### config.mk
export PLATFORM = sky130hd
export DESIGN_NAME = serial_subtractor
export DESIGN_NICKNAME = d
export VERILOG_FILES = /design/src/rtl/serial_subtractor.sv
export SDC_FILE = /design/constraint.sdc
export NUM_CORES = 1
export LEC_CHECK = 0
export ABC_AREA = 1
export CAP_MARGIN = 20
export CORE_MARGIN = 8
export CORE_UTILIZATION = 33
export CTS_CLUSTER_DIAMETER = 50
export CTS_CLUSTER_SIZE = 16
export DETAILED_ROUTE_END_ITERATION = 10
export GPL_ROUTABILITY_DRIVEN = 1
export PLACE_DENSITY = 0.6
export SLEW_MARGIN = 10
export SYNTH_ARGS = -nofsm -noshare
export SYNTH_HDL_FRONTEND = slang
export SYNTH_SLANG_ARGS = --single-unit
export TNS_END_PERCENT = 50
### constraint.sdc
create_clock -name clk -period 1.94 [get_ports clk]
set_clock_uncertainty 0.15 [all_clocks]
set_input_delay 0.194 -clock clk [delete_from_list [all_inputs] [get_ports clk]]
set_output_delay 0.194 -clock clk [all_outputs]
set_load 0.005 [all_outputs]
### src/rtl/serial_subtractor.sv
// rtl/serial_subtractor.sv - bit-serial unsigned subtractor, one bit per clock, LSB first
//
// Computes diff = a - b - b_in (mod 2^WIDTH) and b_out = (a < b + b_in)
// over WIDTH clock cycles.
//
// Ports:
//   clk    in   1      clock, rising edge active
//   rst_n  in   1      asynchronous active-low reset
//   start  in   1      begin a subtraction (accepted in IDLE or DONE)
//   a      in   WIDTH  minuend, captured when start is accepted
//   b      in   WIDTH  subtrahend, captured when start is accepted
//   b_in   in   1      borrow-in, captured when start is accepted
//   busy   out  1      high while bits are being processed (RUN)
//   done   out  1      one-cycle pulse, diff/b_out valid (DONE)
//   diff   out  WIDTH  result, held until the next completion
//   b_out  out  1      borrow-out, held until the next completion
module serial_subtractor #(
  parameter int WIDTH = 8
) (
  input  logic             clk,
  input  logic             rst_n,
  input  logic             start,
  input  logic [WIDTH-1:0] a,
  input  logic [WIDTH-1:0] b,
  input  logic             b_in,
  output logic             busy,
  output logic             done,
  output logic [WIDTH-1:0] diff,
  output logic             b_out
);

  localparam int CW = $clog2(WIDTH);
  localparam logic [CW-1:0] LAST = CW'(WIDTH - 1);

  typedef enum logic [1:0] {
    IDLE = 2'd0,
    RUN  = 2'd1,
    DONE = 2'd2
  } state_t;

  state_t           state;
  state_t           state_next;
  logic [WIDTH-1:0] opa;
  logic [WIDTH-1:0] opb;
  logic             br;
  logic [CW-1:0]    cnt;
  // Holds the WIDTH-1 result bits produced so far; the final bit is joined
  // on the completing cycle, so no storage bit is ever left unread.
  logic [WIDTH-2:0] sr;

  logic             ai;
  logic             bi;
  logic             d;
  logic             br_next;
  logic             accept;
  logic             last;

  assign ai      = opa[cnt];
  assign bi      = opb[cnt];
  assign d       = ai ^ bi ^ br;
  assign br_next = (~ai & bi) | (~(ai ^ bi) & br);
  assign accept  = start && (state != RUN);
  assign last    = (state == RUN) && (cnt == LAST);

  // State register
  always_ff @(posedge clk or negedge rst_n) begin
    if (!rst_n) begin
      state <= IDLE;
    end else begin
      state <= state_next;
    end
  end

  // Next-state logic; DONE accepts a new start directly for back-to-back use
  always_comb begin
    state_next = state;
    case (state)
      IDLE:    state_next = start ? RUN : IDLE;
      RUN:     state_next = (cnt == LAST) ? DONE : RUN;
      DONE:    state_next = start ? RUN : IDLE;
      default: state_next = IDLE;
    endcase
  end

  // Output decode
  always_comb begin
    busy = 1'b0;
    done = 1'b0;
    case (state)
      RUN:     busy = 1'b1;
      DONE:    done = 1'b1;
      default: ;
    endcase
  end

  // Datapath
  always_ff @(posedge clk or negedge rst_n) begin
    if (!rst_n) begin
      opa   <= '0;
      opb   <= '0;
      br    <= 1'b0;
      cnt   <= '0;
      sr    <= '0;
      diff  <= '0;
      b_out <= 1'b0;
    end else if (accept) begin
      opa <= a;
      opb <= b;
      br  <= b_in;
      cnt <= '0;
    end else if (state == RUN) begin
      // New bit enters at the MSB end; after WIDTH shifts bit 0 is the first.
      sr  <= (WIDTH-1)'({d, sr} >> 1);
      br  <= br_next;
      cnt <= cnt + CW'(1);
      if (last) begin
        diff  <= {d, sr};
        b_out <= br_next;
      end
    end
  end

endmodule
Word level (Yosys, flattened, before mapping) --
Cells that the tools add are included.
Operators by class: $add $sub $neg 1, multipliers 0, div/mod/pow operators 0, order comparisons 1, equality and inequality tests 4, shift-type cells 0, muxes and demuxes 13, bitwise operators 8, reduce and logical (&&, ||, !) cells 7
Operators by type and width (count):
- $mux 1 | 7
- $bmux 1 s3 | 2
- $mux 3 | 2
- $lt 3x4->1 const B | 1
- $pmux 2 s2 | 1
- $add 3x1->3 const B | 1
- $eq 3x3->1 const B | 1
- $not 1->1 | 3
- $reduce_and 3->1 | 1
- $and 1x1->1 | 2
- $eq 2x1->1 const B | 1
- $eq 2x2->1 const B | 1
- $logic_and 1x1->1 | 2
- $logic_not 2->1 | 1
- $mux 2 | 1
- $ne 2x1->1 const B | 1
- $reduce_and 2->1 | 1
- $reduce_bool 2->1 | 1
- $reduce_or 2->1 | 1
- $xor 1x1->1 | 2
- $or 1x1->1 | 1
Word-level totals: register bits 38, latch bits 0, RAM bits 0, memory bits (read-only) 0, memories 0

Longest topological paths before layout --
depth after elaboration 8, gate-level depth with buffers 10, mapped depth without buffers 9

Least setup slack after synthesis --
No wires, ideal clock.
kind flip-flop to flip-flop, from reg cnt[0], to reg sr[6], setup time 0.083 ns, data arrival time 1.609 ns, data required time 1.707 ns, setup slack 0.098 ns, stages on the path, launching flop included 11, clock period less this slack 1.842 ns, cell sequence dfrtp_1 -> buf_4 -> clkinv_1 -> nand2_1 -> nand3_1 -> nand2_1 -> nand2_1 -> nand2_1 -> fa_1 -> inv_1 -> o21ai_0
On the way: word-level cells in the longest chain between the ends 4, elaborated cells on any way between the ends 6
RTL lines:
- start, declared | line 46 | logic [CW-1:0] cnt;
- start signal, assigned | line 115 | cnt <= cnt + CW'(1);
- $bmux 1 s3, on equally long branches | line 58, 59
- $mux 1, on equally long branches | line 58, 59
- $xor 1x1->1 (*) (2 in series) | line 60 | assign d = ai ^ bi ^ br;
- via d | line 53 | logic d;
- end signal, assigned | line 113 | sr <= (WIDTH-1)'({d, sr} >> 1);
- end, declared | line 49 | logic [WIDTH-2:0] sr;
The timed path passes the listed nets; every way through them passes the cells marked *. The select of a mux whose other input is x is not followed. A chain may end at the register's enable or synchronous reset.

Final worst setup path --
Same ends and word-level chain as after synthesis.

==> results.py <==
metrics = {
    "synth": {
        "synth_warnings": 0,
        "ys_seq_area_frac": 0.5551,
        "ys_seq_elements": 38,
        "synth-main-ff-cell": "dfrtp_1",
        "async_flop_share": 1.000,
        "synth_edf_count": 0,
        "ys_types": 20,
        "synth_cells": 192,
        "synth_fp_nets": 215,
        "synth_area_um2": 1713,
        "avgSynthCellArea_um2": 8.921,
    },
    "global_route": {
        "grt_antenna_before_repair": 0,
        "grt-busiest-layer": "met2",
        "track_usage": 0.09182,
        "grt_pass1_vias": 1313,
        "grt_util_met3": 0.02064,
        "grt_max_degree": 23,
        "grt_pass1_wl_um": 5609,
        "globalRoute.totalOverflow": 0,
        "grtUsageMet1": 0.1109,
        "use_met2": 0.1477,
    },
    "floorplan": {
        "dieArea_um2": 7752,
        "io_pins": 31,
        "die_h_um": 88.05,
        "die_w_um": 88.05,
        "rows": 26,
        "initial_core_util": 0.3375,
        "coreArea_um2": 5075,
    },
    "routing": {
        "vias": 1279,
        "routed_wirelength_um": 3238,
        "first_pass_iters": 3,
        "drt_iter0_markers": 73,
        "vias_per_cell": 4.249,
        "drcViolationCount": 0,
        "antenna_left": 0,
        "routedWlPerCell_um": 10.76,
    },
    "timing": {
        "setup_ws_ps": 152.1,
        "worst_pin_slew_ps": 506.4,
        "finalSetupViolations": 0,
        "rsz0062_at_grt": "yes",
        "finalSetupTns_ps": 0,
        "holdWs_ps": 236.7,
        "relSlewSlack": 0.6616,
        "period_needed_ps": 1788,
        "period_share": 0.9216,
        "slew_violations": 0,
        "finalHoldViolCount": 0,
        "fmax_ghz": 0.5593,
    },
    "cells_and_area": {
        "antenna_cells": 0,
        "nNetsFinal": 254,
        "final_util": 0.4376,
        "syn_to_final_growth_pct": 29.66,
        "drive_gt1_frac": 0.1515,
    },
    "power": {
        "p_total_mw": 3.404,
        "power.leakage_nw": 1.063,
        "power_per_cell_area_nw_per_um2": 1533,
        "switchingPower_mw": 1.282,
        "intPower_mw": 2.122,
        "seqPwrFrac": 0.394,
        "clockPowerShare": 0.145,
        "ir_drop_v": 0.0004878,
        "netSwitchingFraction": 0.3765,
        "p_comb_frac": 0.461,
    },
    "clocking": {
        "root_buffer": "clkbuf_8",
        "cts.sinks": 38,
        "clk_latency_ps": 280,
        "cts_tree": "built",
        "cts_max_level": 2,
        "path_clk_slew_ps": 70,
        "cts_max_path_buffers": 2,
        "cts_buffers": 5,
    },
    "critical_path": {
        "cp-start-kind": "register",
        "worstPathArrival_ps": 1840,
        "criticalPathCategory": "register to register",
        "r2r-start": "cnt[0]$_DFFE_PN0P_",
        "crit_path_start": "cnt[0]$_DFFE_PN0P_",
        "critPathMaxFanout": 8,
        "r2r_setup_slack_ps": 150,
        "cp-end-kind": "register",
        "cp_data_required_time_ps": 2000,
    },
    "placement": {
        "gp_congestion": 0.8212,
        "port_buffers": 30,
        "dp_hpwl_um": 2398,
        "dp_slack_ps": 98.48,
    },
    "flow_run": {
        "cap_violations": 0,
    },
    "min_path": {
        "hold_path_class": "input port to async pin",
    },
    "outcome": {
        "status": "completed",
    },
}
## cells by family (layout without fill, tap and decap cells)
family | after synthesis | count (layout) | synth area share
AO/OA/AOI/OAI | 36 | 36 | 0.1381
AND/OR/NAND/NOR | 79 | 79 | 0.1907
adder cells (fa/ha/maj) | 3 | 3 | 0.02629
buffers and inverters | 36 | 75 | 0.08984
flip-flops | 38 | 38 | 0.5551
## stage by stage
| step | instances | cell area (um^2) |
|---|---|---|
| 3_3_place_gp | 291 | 2105 |
| 4_1_cts | 299 | 2191 |
| 3_5_place_dp | 291 | 2105 |
| 5_1_grt | 301 | 2221 |
| 2_1_floorplan | 192 | 1713 |
| 6_report | 301 | 2221 |
## critical path, cell delays in order (launching register included)
cell        delay, ps
dfrtp_1           400
clkinvlp_4        190
nand2_1           100
nand3_1            70
nand3_1            70
nand2_1            70
fa_1              520
inv_2              40
o21ai_1           100
## layout make-up
| type | instances | area (um^2) |
|---|---|---|
| Clock buffer | 7 | 76.32 |
| Fill cell | 544 | 2854 |
| Inverter | 30 | 116.4 |
| Multi-Input combinational cell | 118 | 615.6 |
| Sequential cell | 38 | 950.9 |
| Tap cell | 70 | 87.58 |
| Timing Repair Buffer | 38 | 374.1 |
## power groups by stage
stage          Sequential [mW]  Clock, mW  Combinational, mW
6_report                  1.34      0.495               1.57
4_1_cts                   1.33      0.514               1.53
2_1_floorplan             1.32          0               1.04
3_3_place_gp              1.34          0               1.50
3_5_place_dp              1.35          0               1.52
5_1_grt                   1.39      0.544               1.83
## Yosys cell counts, types with 2 or more instances
| cell | n | area share |
|---|---|---|
| nor2_1 | 3 | 0.0066 |
| ha_1 | 2 | 0.015 |
| buf_4 | 2 | 0.0088 |
| dfrtp_1 | 38 | 0.56 |
| nand2_1 | 63 | 0.14 |
| o21ai_2 | 14 | 0.072 |
| nand3_1 | 10 | 0.029 |
| inv_1 | 28 | 0.061 |
| o21ai_0 | 11 | 0.032 |
| buf_2 | 3 | 0.0088 |
| o21ai_1 | 9 | 0.026 |
## path summary, 6_finish.rpt
kind / cells after the start / endpoint
min in group clk: 3 / opb[4]$_DFFE_PN0P_
worst min register to register: 2 / diff[0]$_DFFE_PN0P_
worst min-delay path: 2 / opa[4]$_DFFE_PN0P_
worst max-delay path: 8 / sr[6]$_DFFE_PN0P_
worst max register to register: 8 / sr[6]$_DFFE_PN0P_
max in group asynchronous: 3 / cnt[2]$_DFFE_PN0P_
## layout by cell type, fill, tap and decap left out
cell	netlist	final
clkbuf_1	0	2
nand3_2	0	1
nor2_1	3	3
o21ai_2	14	14
clkinvlp_4	0	1
dlygate4sd3_1	0	1
clkdlybuf4s50_1	0	29
inv_1	28	27
clkbuf_8	0	5
nor2_2	1	1
buf_2	3	1
o22ai_1	1	1
o211ai_1	1	1
inv_2	1	2
buf_4	2	5
nand2_1	63	62
nand2_4	1	1
buf_12	0	1
fa_1	1	1
buf_6	1	1
o21ai_0	11	10
nor2_4	1	1
nand3_1	10	9
o21ai_1	9	10
nand2_2	0	1
dfrtp_1	38	38
ha_1	2	2
## state kept, by name, summed over array words and instances, names as in the netlist
| name | count |
|---|---|
| cnt | 3 |
| br | 1 |
| opb | 8 |
| b_out | 1 |
| sr | 7 |
| diff | 8 |
| state | 2 |
| opa | 8 |
## layer usage
metal  vias up  wire length [um]  part of all wire
met1       582              1537              0.47
met2        21              1477              0.46
li1        669                 -                 -
met3         7               143             0.044
met5         -                 0                 0
met4         0                79             0.024
## timing repair
action / in CTS / in global routing
gates resized for setup: 0 / 6
setup buffers: 0 / 2
hold buffers: 1 / 0
hold endpoints to repair: 18 / 0
endpoints found under the setup margin: 0 / 3
(Power assumes the default switching activity.)
